## config.mk

```make
export PLATFORM = sky130hd
export DESIGN_NAME = ldtu_ser_bank_nch
export DESIGN_NICKNAME = d
export VERILOG_FILES = /design/src/rtl/ldtu_ser_bank_nch.sv
export SDC_FILE = /design/constraint.sdc
export NUM_CORES = 1
export LEC_CHECK = 0
export ABC_AREA = 1
export BUFFER_PORTS_ARGS = -buffer_cell sky130_fd_sc_hd__clkbuf_2
export CAP_MARGIN = 20
export CORE_MARGIN = 4
export CORE_UTILIZATION = 30
export DETAILED_ROUTE_END_ITERATION = 10
export PLACE_DENSITY_LB_ADDON = 0.05
export SETUP_SLACK_MARGIN = 0.5
export SLEW_MARGIN = 20
export SYNTH_ARGS = -nofsm -noshare
export SYNTH_HDL_FRONTEND = slang
export SYNTH_SLANG_ARGS = --single-unit
export TNS_END_PERCENT = 30
```

## constraint.sdc

```tcl
create_clock -name clock -period 1.6 [get_ports clock]
set_input_delay 0.24 -clock clock [delete_from_list [all_inputs] [get_ports clock]]
set_output_delay 0.24 -clock clock [all_outputs]
set_load 0.1 [all_outputs]
```

## src/rtl/ldtu_ser_bank_nch.sv

```systemverilog
`default_nettype none
// ---------------------------------------------------------------------------------------
// ldtu_ser_bank_nch: NCH-lane MSB-first serializer bank with a shared word handshake,
// idle-word fill and saturating per-lane underrun counters. Optional SER_PRBS_EN adds a PRBS7 mode. Rev 1.0
// ---------------------------------------------------------------------------------------
module ldtu_ser_bank_nch #(
  parameter int          NCH       = 4,
  parameter int          WORD_W    = 32,
  parameter int          CNT_W     = 8,
  parameter logic [31:0] IDLE_WORD = 32'hEAAAAAAA
) (
  input  logic                  clock,
  input  logic                  rst,
  input  logic                  enable,
  input  logic [NCH*WORD_W-1:0] data_in,
  input  logic [NCH-1:0]        data_valid,
  input  logic                  cnt_clear,
`ifdef SER_PRBS_EN
  input  logic                  prbs_mode,
`endif
  output logic                  handshake,
  output logic                  word_start,
  output logic [NCH-1:0]        ser_out,
  output logic [NCH*CNT_W-1:0]  underrun_cnt
);

  localparam int              CW      = $clog2(WORD_W);
  localparam logic [CW-1:0]   LAST    = CW'(WORD_W - 1);
  localparam logic [CW-1:0]   PRELAST = CW'(WORD_W - 2);
  localparam logic [WORD_W-1:0] IDLE_W = WORD_W'(IDLE_WORD);

  typedef enum logic [0:0] {S_IDLE = 1'b0, S_RUN = 1'b1} state_t;

  state_t        state, state_nx;
  logic [CW-1:0] bit_cnt;
  logic          hs_pend;
  logic          load;
  logic          prbs_on;
  logic          prbs_bit;
  logic          prbs_load;

  always_ff @(posedge clock) begin
    if (rst) begin
      state      <= S_IDLE;
      bit_cnt    <= '0;
      hs_pend    <= 1'b0;
      word_start <= 1'b0;
    end else begin
      state      <= state_nx;
      hs_pend    <= handshake;
      word_start <= load;
      if (state == S_IDLE) begin
        if (enable) bit_cnt <= PRELAST;
      end else if (bit_cnt == LAST) begin
        bit_cnt <= '0;
      end else begin
        bit_cnt <= bit_cnt + 1'b1;
      end
    end
  end

  // A word only ends at the wrap edge, so stopping never truncates one.
  always_comb begin
    state_nx  = state;
    handshake = 1'b0;
    load      = 1'b0;
    case (state)
      S_IDLE: if (enable) state_nx = S_RUN;
      S_RUN: begin
        handshake = (bit_cnt == PRELAST) && enable;
        if (bit_cnt == LAST) begin
          load = hs_pend;
          if (!hs_pend) state_nx = S_IDLE;
        end
      end
      default: state_nx = S_IDLE;
    endcase
  end

`ifdef SER_PRBS_EN
  logic [6:0] prbs_lfsr;

  assign prbs_load = prbs_mode;
  assign prbs_bit  = prbs_lfsr[6] ^ prbs_lfsr[5];

  always_ff @(posedge clock) begin
    if (rst) begin
      prbs_on   <= 1'b0;
      prbs_lfsr <= 7'h7F;
    end else begin
      if (load)                    prbs_on <= prbs_mode;
      else if (state_nx == S_IDLE) prbs_on <= 1'b0;
      // Held at the seed while inactive, so every PRBS run starts from 7'h7F.
      if (!prbs_on || (load && !prbs_mode)) prbs_lfsr <= 7'h7F;
      else if (state == S_RUN)              prbs_lfsr <= {prbs_lfsr[5:0], prbs_bit};
    end
  end
`else
  assign prbs_load = 1'b0;
  assign prbs_bit  = 1'b0;
  assign prbs_on   = 1'b0;
`endif

  for (genvar ch = 0; ch < NCH; ch++) begin : g_lane
    logic [WORD_W-1:0] shreg;
    logic [CNT_W-1:0]  cnt;
    logic              underrun;

    assign underrun = load && !data_valid[ch] && !prbs_load;

    always_ff @(posedge clock) begin
      if (rst) begin
        shreg <= '0;
      end else if (load) begin
        shreg <= data_valid[ch] ? data_in[ch*WORD_W +: WORD_W] : IDLE_W;
      end else if (state == S_RUN) begin
        shreg <= {shreg[WORD_W-2:0], 1'b0};
      end
    end

    always_ff @(posedge clock) begin
      if (rst || cnt_clear) begin
        cnt <= '0;
      end else if (underrun && (cnt != {CNT_W{1'b1}})) begin
        cnt <= cnt + 1'b1;
      end
    end

    assign ser_out[ch]                      = prbs_on ? prbs_bit : shreg[WORD_W-1];
    assign underrun_cnt[ch*CNT_W +: CNT_W]  = cnt;
  end

endmodule
`default_nettype wire
```

==> reports/qor.csv <==
stage,metric,value,unit
run_status,outcome,finished with violations,
run_status,violations,setup timing,
clocking,ctsRootBufferMaster,clkbuf_16,
grt,overflow,0,
final_layout,final_cell_area,0.0111,mm2
place,dpl_worst_slack,-321,ps
place,dp_hpwl,16400,um
clocking,cts.clk_slew.worst_paths,70,ps
timing,maxSlewHeadroom,53.4,%
floorplanning,num_rows,58,
detailed_routing,drt_wl_total,26900,um
place,io_buffers,173,
final_layout,syn2layout_area_growth,45.2,%
setup_path,critPathArrivalTime,2150,ps
setup_path,cp.required,1920,ps
grt,track_usage,18.5,%
setup_path,reg2reg_slack,-240,ps
logic_synthesis,synthCells,1051,
logic_synthesis,avgSynthCellArea,7.29,um2
hold_path,worstHoldPathType,input port to flop,
hold_path,hp-start,data_in[0],
clocking,cts_sinks,168,
logic_synthesis,yosys_warnings,0,
hold_path,whs_path_depth,3,
floorplanning,die_y,168,um
pwr,power,9.65,mW
logic_synthesis,ys_types,26,
logic_synthesis,synth_seq_cells,168,
final_layout,layout_commonest_cell,o21ai_0,
logic_synthesis,syn_nets,1194,
pwr,p_leak,4.27,nW
timing,fin_skew,12.6,ps
pwr,vdd_drop_max,0.479,mV
floorplanning,start_util,30.4,%
logic_synthesis,yosysSeqAreaShare,43.9,%
timing,setup_violations,156,
final_layout,fillers,2548,
detailed_routing,post_drt_wl_per_cell,17.2,um
detailed_routing,num_vias,8047,
setup_path,rr_startpoint,bit_cnt[0],
floorplanning,die_x,168,um
final_layout,n_antenna_cell,0,
place,placed_area,0.00912,mm2
grt,grt_pass1_wl,42500,um
setup_path,cp_max_fo,2,
timing,min_period_over_period,115,%
hold_path,min_to,g_lane[0].shreg[0],
timing,worst_pin_slew,699,ps
clocking,cts_max_level,4,
floorplanning,coreArea,0.0252,mm2
detailed_routing,viasPerCell,5.14,
setup_path,cp-end-kind,flop,
detailed_routing,drt_iter0_drc,504,
timing,hold_viol_final,0,
final_layout,nNetsFinal,1365,
grt,antenna_found_initial,3,
final_layout,finalNonFillerCells,1565,
grt,grt_max_degree,82,
clocking,cts_made_buffers,17,
setup_path,rr_endpoint,bit_cnt[2],
final_layout,seq_area,0.00346,mm2
setup_path,rr_worst_depth,12,
timing,rsz0062_at_grt,yes,
place,place.gp.congestion,0.783,
clocking,cts_buffer_depth,2,
pwr,cellPowerDensity,867,mW/mm2
timing,fmax,0.545,GHz
setup_path,crit_type,flop to flop,
floorplanning,die_area,0.0282,mm2
grt,grt_pass1_vias,7795,
final_layout,final_cell_mix,"o21ai_0, nand2_1, clkbuf_2",
timing,hold_ws,42.6,ps
setup_path,start_kind,flop,
timing,setup_tns,-18030,ps
logic_synthesis,synth_area,0.00766,mm2
timing,setup_ws,-235,ps
run,drv_cap,0,
detailed_routing,drtPass1Iterations,5,
place,place_inst,1509,
detailed_routing,ant_nets,0,
final_layout,finish.utilization,44.2,%
timing,fin_crit,1840,ps
final_layout,multi_input_area,0.00401,mm2
timing,slew_violations,0,
final_layout,drive_gt1_share,30.3,%
floorplanning,num_io_pins,174,
clocking,clock_latency,420,ps
detailed_routing,drc,0,
clocking,cts_tree,built,
layout make-up:
cell class	instances	share of cell area (%)
clock buffer	19	3.89
timing repair buffer	244	22.5
tap	330	3.71
sequential	168	31.1
clock inverter	13	1.19
multi-input combinational	750	36.0
inverter	41	1.57
synthesized netlist by cell type, drive strengths merged:
master,number,share of area (%)
clkbuf,56,2.7
dfxtp,168,44
a31oi,56,4.6
nand3,94,6.3
xor2,5,0.57
nor4,1,0.082
nand4,17,1.4
buf,36,2.8
o21ai,195,13
ha,7,1.1
or2,1,0.082
nor2,54,2.9
a21oi,156,10
o221a,1,0.15
inv,40,2.0
nor3,7,0.46
nand2,152,7.5
nand3b,4,0.39
clkinv,1,0.049
layer usage:
metal	share of wire [%]	track usage, %	wire (um)	up-vias
li1	-	-	-	4040
met4	0.91	4.06	246	6
met1	47	25.6	12700	3769
met2	47	29.5	12500	208
met5	0.11	0	29	-
met3	5.3	4.20	1430	24
worst max-delay path, stage by stage (launching register included):
cell	delay [ps]
dfxtp_2	350
ha_4	160
nand2_4	60
buf_4	130
buf_4	120
buf_4	130
buf_4	120
buf_4	120
buf_4	120
buf_4	120
buf_4	130
a21oi_2	130
nor3_1	50
worst max path at each step:
stage | startpoint | to | slack [ps]
2_1_floorplan | state | handshake | -140
3_3_place_gp | bit_cnt[0] | g_lane[1].shreg[7] | -260
3_5_place_dp | bit_cnt[0] | g_lane[2].shreg[3] | -320
4_1_cts | bit_cnt[1] | g_lane[2].cnt[5] | -250
5_1_grt | bit_cnt[0] | g_lane[1].cnt[5] | -320
6_report | bit_cnt[0] | bit_cnt[2] | -240
logic make-up (layout without fill, tap and decap cells):
family	count (synthesis)	in the layout	share of synthesized area, %
fa+ha+maj	7	7	1.14
compound gates	408	408	27.6
buf+inv	133	317	7.56
simple gates	330	330	19.2
xor+xnor	5	5	0.571
flops	168	168	43.9
power breakdown:
group / total, mW / leakage, nW / internal (mW) / switching, mW
Clock: 4.07 / 0.276 / 2.19 / 1.88
Combinational: 1.05 / 2.59 / 0.433 / 0.621
Sequential: 4.53 / 1.40 / 4.39 / 0.132
flip-flops by register name (all words and copies together) (netlist names):
register      flops
g_lane.cnt       32
g_lane.shreg    128
hs_pend           1
state             1
word_start        1
bit_cnt           5
repair_timing:
item / in CTS / in global routing
gates resized for setup: 171 / 39
hold buffers: 0 / 0
setup endpoints to repair: 206 / 205
buffers inserted: 11 / 3
pin swaps: 15 / 20
gates cloned: 7 / 3
Power figures use the tool's default switching activity.
